`src/rtl/npu_wb_master.sv`:
```
// npu_wb_master: Wishbone initiator that loads weights, streams vectors and drains results for the NPU.
// Optional ack timeout is compiled in by defining NPU_WBM_TIMEOUT_EN.
module npu_wb_master #(
   parameter logic [23:0] W_ADDRESS   = 24'h3000_00,
   parameter logic [23:0] S_ADDRESS   = 24'h3000_01,
   parameter logic [23:0] R_ADDRESS   = 24'h3000_02,
   parameter int          DWIDTH      = 24,
   parameter logic [7:0]  R_FIRST     = 8'd1,
   parameter int          TIMEOUT_CYC = 255
) (
   input  logic              wb_clk_i,
   input  logic              wb_rst_i,
   input  logic              start_i,
   input  logic [7:0]        n_vec_i,
   input  logic [7:0]        n_res_i,
   output logic              busy_o,
   output logic              done_o,
   output logic              err_o,
   input  logic              w_valid_i,
   input  logic [DWIDTH-1:0] w_data_i,
   output logic              w_ready_o,
   input  logic              x_valid_i,
   input  logic [DWIDTH-1:0] x_data_i,
   output logic              x_ready_o,
   output logic              r_valid_o,
   output logic [31:0]       r_data_o,
   input  logic              r_ready_i,
   output logic              wbm_cyc_o,
   output logic              wbm_stb_o,
   output logic              wbm_we_o,
   output logic [3:0]        wbm_sel_o,
   output logic [31:0]       wbm_adr_o,
   output logic [31:0]       wbm_dat_o,
   input  logic              wbm_ack_i,
   input  logic [31:0]       wbm_dat_i
);
   typedef enum logic [2:0] {S_IDLE, S_ACC, S_BUS, S_GAP, S_RWAIT, S_DONE} state_t;
   typedef enum logic [1:0] {P_LOAD, P_STREAM, P_DRAIN} phase_t;
   state_t      r_state;
   phase_t      r_phase;
   logic [7:0]  r_cnt, r_nvec, r_nres;
   logic        r_busy, r_done, r_cyc, r_stb, r_we, r_rvalid;
   logic [31:0] r_adr, r_dat, r_rdata;
   logic        w_wacc, w_xacc, w_wdone, w_sdone, w_to_stream;
   logic [7:0]  w_cnt_nx;
`ifdef NPU_WBM_TIMEOUT_EN
   localparam int TW = $clog2(TIMEOUT_CYC + 1);
   logic [TW-1:0] r_tcnt;
   logic          r_err;
   assign err_o = r_err;
`else
   assign err_o = 1'b0;
`endif
   assign w_wacc      = r_state == S_ACC && r_phase == P_LOAD && w_valid_i;
   assign w_xacc      = r_state == S_ACC && r_phase == P_STREAM && x_valid_i;
   assign w_wdone     = r_phase == P_LOAD && r_cnt == 8'd9;
   assign w_sdone     = r_phase == P_STREAM && r_cnt == r_nvec;
   assign w_to_stream = w_wdone && r_nvec != 8'd0;
   assign w_cnt_nx    = r_cnt + 8'd1;
   assign w_ready_o   = w_wacc;
   assign x_ready_o   = w_xacc;
   assign busy_o      = r_busy;
   assign done_o      = r_done;
   assign r_valid_o   = r_rvalid;
   assign r_data_o    = r_rdata;
   assign wbm_cyc_o   = r_cyc;
   assign wbm_stb_o   = r_stb;
   assign wbm_we_o    = r_we;
   assign wbm_sel_o   = 4'hF;
   assign wbm_adr_o   = r_adr;
   assign wbm_dat_o   = r_dat;
   always_ff @(posedge wb_clk_i) begin
      if (wb_rst_i) begin
         r_state  <= S_IDLE;
         r_phase  <= P_LOAD;
         r_cnt    <= '0;
         r_nvec   <= '0;
         r_nres   <= '0;
         r_busy   <= 1'b0;
         r_done   <= 1'b0;
         r_cyc    <= 1'b0;
         r_stb    <= 1'b0;
         r_we     <= 1'b0;
         r_rvalid <= 1'b0;
         r_adr    <= '0;
         r_dat    <= '0;
         r_rdata  <= '0;
`ifdef NPU_WBM_TIMEOUT_EN
         r_tcnt   <= '0;
         r_err    <= 1'b0;
`endif
      end else begin
         case (r_state)
            S_IDLE, S_DONE: begin
               r_done  <= 1'b0;
               r_state <= S_IDLE;
               if (start_i) begin
                  r_nvec  <= n_vec_i;
                  r_nres  <= n_res_i;
                  r_cnt   <= '0;
                  r_phase <= P_LOAD;
                  r_busy  <= 1'b1;
                  r_state <= S_ACC;
`ifdef NPU_WBM_TIMEOUT_EN
                  r_err   <= 1'b0;
`endif
               end
            end
            // ACC doubles as the mandatory idle cycle before every strobe
            S_ACC: if (r_phase == P_DRAIN || w_wacc || w_xacc) begin
               r_cyc   <= 1'b1;
               r_stb   <= 1'b1;
               r_we    <= r_phase != P_DRAIN;
               r_adr   <= r_phase == P_LOAD ? {W_ADDRESS, r_cnt[5:0], 2'b00} :
                          r_phase == P_STREAM ? {S_ADDRESS, 8'h00} : {R_ADDRESS, R_FIRST + r_cnt};
               r_dat   <= {{(32-DWIDTH){1'b0}}, r_phase == P_LOAD ? w_data_i : x_data_i};
               r_state <= S_BUS;
`ifdef NPU_WBM_TIMEOUT_EN
               r_tcnt  <= '0;
`endif
            end
            S_BUS: if (wbm_ack_i) begin
               r_cyc <= 1'b0;
               r_stb <= 1'b0;
               if (r_phase == P_DRAIN) begin
                  r_rdata  <= wbm_dat_i;
                  r_rvalid <= 1'b1;
                  r_state  <= S_RWAIT;
               end else begin
                  r_cnt   <= w_cnt_nx;
                  r_state <= S_GAP;
               end
            end
`ifdef NPU_WBM_TIMEOUT_EN
            else if (r_tcnt == TW'(TIMEOUT_CYC - 1)) begin
               r_cyc   <= 1'b0;
               r_stb   <= 1'b0;
               r_err   <= 1'b1;
               r_busy  <= 1'b0;
               r_done  <= 1'b1;
               r_state <= S_DONE;
            end else r_tcnt <= r_tcnt + 1'b1;
`endif
            S_GAP: begin
               r_state <= S_ACC;
               if (w_wdone || w_sdone) begin
                  r_cnt   <= '0;
                  r_phase <= w_to_stream ? P_STREAM : P_DRAIN;
                  if (!w_to_stream && r_nres == 8'd0) begin
                     r_busy  <= 1'b0;
                     r_done  <= 1'b1;
                     r_state <= S_DONE;
                  end
               end
            end
            S_RWAIT: if (r_ready_i) begin
               r_rvalid <= 1'b0;
               r_cnt    <= w_cnt_nx;
               if (w_cnt_nx == r_nres) begin
                  r_busy  <= 1'b0;
                  r_done  <= 1'b1;
                  r_state <= S_DONE;
               end else r_state <= S_ACC;
            end
            default: r_state <= S_IDLE;
         endcase
      end
   end
endmodule

```
`config.mk`:
```
export PLATFORM = sky130hd
export DESIGN_NAME = npu_wb_master
export DESIGN_NICKNAME = d
export VERILOG_FILES = /design/src/rtl/npu_wb_master.sv
export SDC_FILE = /design/constraint.sdc
export NUM_CORES = 1
export LEC_CHECK = 0
export CORE_UTILIZATION = 45
export CTS_BUF_LIST = sky130_fd_sc_hd__clkbuf_2 sky130_fd_sc_hd__clkbuf_4 sky130_fd_sc_hd__clkbuf_8
export DETAILED_ROUTE_END_ITERATION = 8
export DONT_BUFFER_PORTS = 1
export PLACE_DENSITY = 0.61
export SYNTH_ARGS = -nofsm -noshare
export SYNTH_HDL_FRONTEND = slang
export SYNTH_SLANG_ARGS = --single-unit
```
`constraint.sdc`:
```
create_clock -name wb_clk_i -period 2.65 [get_ports wb_clk_i]
set_clock_uncertainty 0.2 [all_clocks]
set_input_delay 0.53 -clock wb_clk_i [delete_from_list [all_inputs] [get_ports wb_clk_i]]
set_output_delay 0.53 -clock wb_clk_i [all_outputs]
set_load 0.005 [all_outputs]
```
Word-level counts from Yosys, hierarchy flattened
Cells that the tools add are included.
{"block": "totals", "regBits": 122, "inputBits": 103, "word_cells": 106}
{"block": "classes", "muxes": 40, "add_sub_neg": 1, "n_eq_ne": 20, "n_reduce_logical": 32}
{"operator": "$mux W8", "count": 5}
{"operator": "$pmux W8 S4", "count": 1}
{"operator": "$mux W24", "count": 1}
{"operator": "$mux W3", "count": 7}
{"operator": "$mux W10", "count": 2}
{"operator": "$ne A2 B2 Y1 const B", "count": 9}
{"operator": "$eq A8 B8 Y1", "count": 2}
{"operator": "$mux W1", "count": 15}
{"operator": "$pmux W3 S5", "count": 1}
{"operator": "$reduce_and A3 Y1", "count": 4}
{"operator": "$reduce_and A6 Y1", "count": 2}
{"operator": "$add A1 B8 Y8 const A", "count": 1}
{"operator": "$eq A8 B4 Y1 const B", "count": 1}
{"operator": "$logic_and A1 B1 Y1", "count": 8}
{"operator": "$logic_not A8 Y1", "count": 1}
{"operator": "$reduce_bool A8 Y1", "count": 1}
{"operator": "$eq A3 B2 Y1 const B", "count": 2}
{"operator": "$eq A3 B3 Y1 const B", "count": 2}
{"operator": "$mux W2", "count": 3}
{"operator": "$pmux W1 S3", "count": 2}
{"operator": "$reduce_bool A2 Y1", "count": 3}
{"operator": "$reduce_and A5 Y1", "count": 1}
{"operator": "$pmux W1 S2", "count": 2}
{"operator": "$pmux W2 S2", "count": 1}
{"operator": "13 further kinds", "count": 16}

Logic depth before layout (Yosys ltp)
{"block": "depth", "ltp_word": 8, "ltp_mapped": 9, "mapped_depth_nobuf": 8}

Worst setup path after synthesis
OpenSTA, ideal clock, no wires.
{"block": "synth_path", "path_type": "reg2reg", "start": "reg r_cnt[0]", "end": "reg r_busy, in the netlist busy_o", "path_stages_with_launch": 8, "synth_period_minus_slack_ns": 2.071, "t_arrival_ns": 1.737, "setup_slack_ns": 0.579, "setup_ns": 0.134, "cell_sequence": "dfxtp_1 -> ha_1 -> xor2_1 -> xor2_1 -> a2111oi_2 -> nand4_1 -> a211oi_2 -> a211oi_1"}
{"block": "synth_via", "elab_chain_len": 7}
{"element": "start, declared", "line_no": "41", "text": "logic [7:0] r_cnt, r_nvec, r_nres;"}
{"element": "start signal, assigned", "line_no": "130", "text": "r_cnt <= w_cnt_nx;"}
{"element": "start signal, assigned", "line_no": "158", "text": "r_cnt <= w_cnt_nx;"}
{"element": "branches (longest 6 deep; another with $add A1 B8 Y8)"}
{"element": "$reduce_and A6 Y1 (no source line) *"}
{"element": "end signal, assigned", "line_no": "102", "text": "r_busy <= 1'b1;"}
{"element": "end signal, assigned", "line_no": "150", "text": "r_busy <= 1'b0;"}
{"element": "end signal, assigned", "line_no": "160", "text": "r_busy <= 1'b0;"}
{"element": "end, declared", "line_no": "42", "text": "logic r_busy, r_done, r_cyc, r_stb, r_we, r_rvalid;"}
Mark *: on every way between the ends.
A chain may end at the register's enable or synchronous reset.

Final worst setup path
{"block": "layout_path", "start": "reg r_state[0]", "end": "out w_ready_o"}
{"block": "layout_via", "elab_chain_len": 3}
{"element": "start, declared", "line_no": "39", "text": "state_t r_state;"}
{"element": "start signal, assigned", "line_no": "74", "text": "r_state <= S_IDLE;"}
{"element": "start signal, assigned", "line_no": "96", "text": "r_state <= S_IDLE;"}
{"element": "start signal, assigned", "line_no": "103", "text": "r_state <= S_ACC;"}
{"element": "$eq A3 B1 Y1", "line_no": "54", "text": "assign w_wacc = r_state == S_ACC && r_phase == P_LOAD && w_valid_i;"}
{"element": "$logic_and A1 B1 Y1 (2 in series)", "line_no": "54"}
{"element": "end, declared", "line_no": "21", "text": "output logic w_ready_o,"}
Every way passes these cells.

==> summary.txt <==
Outcome: completed
Synth top area share: 40.2%
CTS Buf Count: 9
# H-tree levels: 3
Synth cell count leaders: nand2_1, dfxtp_1, nor2_1
CTS tree: done
CP max-delay cell: dfxtp_1
Final wirelength: 13,100 um
IO Pins: 212
Pre-antenna DRT Iters: 4
Initial core utilization: 46.2%
Antenna violations before repair: 0
Layout cells sized above 1: 9.50%
Global-route usage over all layers: 21.7%
WL per Instance: 17.7 um
Synthesized area per cell: 8.24 um2
DR iter-0 viols: 341
Max Slew Vio Count: 0
Sum of buffers and inverters on the critical path: 0
Max Cap Viol: 0
CP Depth: 3
Max Clk Rate: 398 MHz
Vias per inst: 5.58
Placed wire-length estimate: 9200 um
Top_reg_cell synth: dfxtp_1
TNS Setup: 0 ps
Global-route wire length before repair: 19,300 um
Setup crit end: w_ready_o
DIE AREA: 11,600 um2
Crit path kind: flop to primary output
Post-route ant nets: 0
Final GP Congestion: 0.946
Max rail drop VDD: 0.311 mV
Number of flops mapped to enable cells by yosys: 0
Largest net degree at the start of global routing: 62
Sequential share of the synthesized area: 40.2%
FF-to-FF setup slack: 200 ps
Fin Hold WS: 20.2 ps
Synth async-reset ratio: 0%
Vias in the first global route: 3,844
CP arrival: 1780 ps
Drt drc: 0
CP required: 1920 ps
Flop and latch count out of synthesis: 101
Synth top area cells: dfxtp_1, nand2_1, buf_4
Core Area: 10,900 um2
CP startpoint kind: flop
Pre-CTS setup slack: 168 ps
Sink Count: 101
CP max stage delay: 670 ps
Leakage: 0.00190 uW
Area growth from synthesis to layout: 4.25%
Worst Setup End Kind: primary output
Yosys warning total: 0
Minimum clock period: 2510 ps
Post-synthesis cell count: 611
Max_slew headroom: 64.2%
IO buf count: 0
Clock root cell: clkbuf_8
Ant diodes: 0
Final setup vio count: 0
Layout Nets: 700
Setup crit start: r_state[0]
Yosys top cell by area: dfxtp_1
Hold Vio Cnt, Final: 0
Worst setup margin: 140 ps
Die height: 108 um
CP max FO: 13
Clock buffer depth: 2
Post-synthesis cell area: 5030 um2
Die Span X: 108 um
Clk pin slew, worst setup/hold paths: 100 ps
Reg-to-reg endpoint: busy_o
Top delay family on crit path: simple AND/OR/NAND/NOR gates
Worst path cell trace: nand2b_1 -> nor2_1 -> and3_1
RSZ-0062 raised after global routing: false
Most common cell in the netlist: nand2_1
Vias: 4,132
GR Overflow Total: 0
Reg2Reg Depth: 7
Yosys cell types: 63
RR Startpoint: r_cnt[0]
Fin crit share: 94.7%
Clk_lat worst skew: 380 ps
Worst Hold Class: primary input to flop
Worst-margin pin slew: 536 ps
Power Density: 570 nW/um2
Row cnt: 38
worst register-to-register path, delay by kind of cell (launching register included):
family | cells | cell delay [ps]
adder cells (fa/ha/maj) | 1 | 310
AND/OR/NAND/NOR | 1 | 220
AO/OA/AOI/OAI | 3 | 800
flip-flops | 1 | 450
XOR/XNOR | 2 | 380
per-layer routing:
layer,part of all wire [%],GRT usage (%),up-vias
li1,-,-,2016
met1,40,24.6,1933
met2,49,37.4,160
met3,8.2,5.81,23
met4,2.4,10.7,0
met5,0,0,-
area by class of cell:
| cell class | count | area [um2] |
|---|---|---|
| fill | 1065 | 5640 |
| clock inverter | 6 | 70.1 |
| timing repair buffer | 23 | 210 |
| clock buffer | 10 | 138 |
| inverter | 7 | 26.3 |
| multi-input combinational | 453 | 2610 |
| sequential | 101 | 2020 |
| tap | 140 | 175 |
through the flow:
step / cell area, um2 / std cells / util [%] / total power, uW
finish: 5250 / 740 / 48.2 / 2990
global route: 5250 / 740 / 48.2 / 3130
CTS: 5230 / 739 / 48.1 / 3020
detailed placement: 4970 / 718 / 45.6 / 1980
global placement: 4970 / 718 / 45.6 / 1970
floorplan: 5150 / 642 / - / 1970
cells in the final DEF (no fill, tap or decap), drive strengths merged, types with 6 or more instances in the layout:
master  count
nor2       71
conb       33
o21ai      29
nor3        6
nand2b      7
a311oi     28
xor2        6
xnor2      16
nor2b       6
nand3      10
clkbuf     10
a21oi      49
buf        18
inv         9
dfxtp     101
nand2     111
mux2i      16
kinds of logic after synthesis:
kind of cell    after synthesis  share of synthesized area [%]
compound gates              140                           19.2
xor+xnor                     22                           3.98
fa+ha+maj                     2                          0.497
buf+inv                      88                           10.5
flops                       101                           40.2
mux                          17                           3.41
other cells                   2                          0.149
simple gates                239                           22.0
where the power goes:
group	leakage [uW]	internal (uW)	switching (uW)
combinational	0.000977	139	188
clock	0.000101	470	558
sequential	0.000820	1580	61.7
total	0.00190	2180	808
how the worst min path moves through the flow:
stage                 startpoint             to  slack (ps)  depth (start not counted)
finish                  wb_rst_i  wbm_dat_o[17]          20                          1
global route            wb_rst_i   r_data_o[30]           4                          1
floorplan           wbm_adr_o[0]   wbm_adr_o[0]         250                          2
detailed placement  r_data_o[11]   r_data_o[11]         260                          2
global placement     r_data_o[3]    r_data_o[3]         260                          2
CTS                     wb_rst_i     r_state[1]         0.8                          1
state kept, by name, summed over array words and instances, names as in the netlist:
register	flops
r_data_o	32
wbm_dat_o	24
wbm_adr_o	11
r_cnt	8
r_nres	8
r_nvec	8
r_state	3
r_phase	2
busy_o	1
done_o	1
r_valid_o	1
wbm_stb_o	1
wbm_we_o	1
what timing repair did:
item	4_1_cts	5_1_grt
hold buffers	5	1
endpoints found under the setup margin	0	1
resized for setup	0	1
endpoints found under the hold margin	34	6
setup buffers	0	0
Power figures use the tool's default switching activity.
==> variant (same settings) <==
Set the parameter `DWIDTH` to 12 (it was 24).
--- a/src/rtl/npu_wb_master.sv
+++ b/src/rtl/npu_wb_master.sv
@@ -5,5 +5,5 @@
    parameter logic [23:0] S_ADDRESS   = 24'h3000_01,
    parameter logic [23:0] R_ADDRESS   = 24'h3000_02,
-   parameter int          DWIDTH      = 24,
+   parameter int          DWIDTH      = 12,
    parameter logic [7:0]  R_FIRST     = 8'd1,
    parameter int          TIMEOUT_CYC = 255
Interface: changed (resized w_data_i and x_data_i); port bits go from 212 to 188. No check against the original RTL was run, so the function may have changed too.
==> variant against the unedited design <==
Setup slack better by 0.012 ns. Power shrank 11%. Global-route usage down 1.9 points. Via count down 12%. Sequential cell count down 12. Area after synthesis shrank 12%. Worst hold slack improved by 0.0074 ns. First-iteration DRC count fell by 54%. Wire length is 20% lower. Cell area shrank 14%. Sequential share of layout area grew 0.82 points.
==> variant: results (changes against the unedited design) <==
metric,value,unit,change
placed inst area,4310,um^2,was 4970 um^2
initial antenna violation count,0,,unchanged
1st-iter DRT viols,158,,was 341
most frequent cells after synthesis,"nand2_1, dfxtp_1, a21oi_1",,"was nand2_1, dfxtp_1, nor2_1"
latest clock arrival within the worst-skew pair,0.36,ns,was 0.38 ns
CTS Buffer Depth,2,,unchanged
VDD IR max,241,uV,was 311 uV
post-detail-place hpwl,7610,um,was 9200 um
status,completed,,unchanged
warnings from Yosys,0,,unchanged
P_leak,1.73,nW,was 1.90 nW
nets@finish,621,,was 700
"top cells by area, synth","dfxtp_1, nand2_1, buf_4",,unchanged
largest fanout on the critical path,10,,was 13
Worst-Margin Slew,0.565,ns,was 0.536 ns
layout cells sized above 1,0.0717,,was 0.0950
Filler Cell Count,936,,"was 1,065"
Placer Congestion,0.837,,was 0.946
switching share of total power,0.264,,was 0.270
vias in the first global route,3215,,"was 3,844"
mux contribution to synthesized area,0.00253,,was 0.0341
GRT Total Usage,0.198,,was 0.217
post-detailed-routing wire length,10400,um,"was 13,100 um"
global-route wire length before repair,15600,um,"was 19,300 um"
"Seq/Total Area, Yosys",0.400,,was 0.402
Vias/cell,5.40,,was 5.58
adder-cell area share of the yosys netlist,0.00562,,was 0.00497
largest net degree at the start of global routing,85,,was 62
Synth Area in XOR/XNOR,0.0441,,was 0.0398
==> variant: changes by cell type after synthesis, moves of 4 or more <==
cell      before  now
nor2_1        70   43
nand2_1      110  127
a311oi_1      28   12
mux2i_1       16    0
a21oi_1       49   62
buf_4         40   53
dfxtp_1      101   89
xnor2_1       16    8
o21ai_0       26   19
o22a_1         0    5
xor2_1         5   10
buf_6          5    1
clkbuf_1      26   22
o21a_1         5    1
==> variant: power by group through the flow <==
stage / combinational (mW) / sequential, mW / clock, mW
4_1_cts: 0.255 / 1.44 / 0.991
3_5_place_dp: 0.253 / 1.47 / 0
6_report: 0.257 / 1.44 / 0.959
3_3_place_gp: 0.248 / 1.47 / 0
2_1_floorplan: 0.290 / 1.45 / 0
5_1_grt: 0.292 / 1.45 / 1.06
==> variant: final timing paths <==
check | start | end | slack (ns)
setup reg to reg | r_cnt[1] | r_state[2] | 0.28
hold reg to reg | r_data_o[23] | r_data_o[23] | 0.27
setup / recovery | r_state[0] | w_ready_o | 0.15
hold / removal | wb_rst_i | r_nres[7] | 0.03
==> variant: what timing repair did <==
action / CTS / global route
setup buffers: 0 / 0
hold buffers: 0 / 2
endpoints found under the hold margin: 0 / 1
==> variant: per-stage QoR <==
step | hold slack (ns) | worst slack (ns) | power, mW | instances
after floorplan | 0.248 | 0.577 | 1.74 | 603
after global placement | 0.257 | 0.421 | 1.72 | 656
after detailed placement | 0.263 | 0.325 | 1.73 | 656
after CTS | 0.0108 | 0.144 | 2.69 | 671
after global routing | 0.000319 | 0.0169 | 2.80 | 673
final | 0.0275 | 0.152 | 2.66 | 673
==> variant: layout make-up <==
cell class / count / area (um^2) / area share
clock inverters: 5 / 63.8 / 0.0141
clock buffers: 10 / 138 / 0.0304
multi-input cells: 421 / 2260 / 0.500
well taps: 129 / 161 / 0.0357
inverters: 8 / 30.0 / 0.00663
flip-flops and latches: 89 / 1780 / 0.394
repair buffers: 11 / 87.6 / 0.0193
==> variant: cells by family after synthesis <==
group	Yosys count
xor gates and xnor gates	20
DFF	89
buffers and inverters	93
adders and majority gates	2
muxes	1
other	2
and+or+nand+nor	226
AOI/OAI and AO/OA	127
==> variant: critical path, cell delays in order (launching register included) <==
cell	delay (ns)
dfxtp_1	0.51
nor2b_4	0.29
nor2b_4	0.23
and3_1	0.38
==> variant: per-layer routing <==
layer  track usage  part of all wire  vias up  routed length, um
li1              -                 -     1765                  -
met1         0.233              0.41     1705               4310
met2         0.340              0.49      155               5120
met3        0.0656             0.085       11                889
met4        0.0658             0.010        0                108
met5             0                 0        -                  0
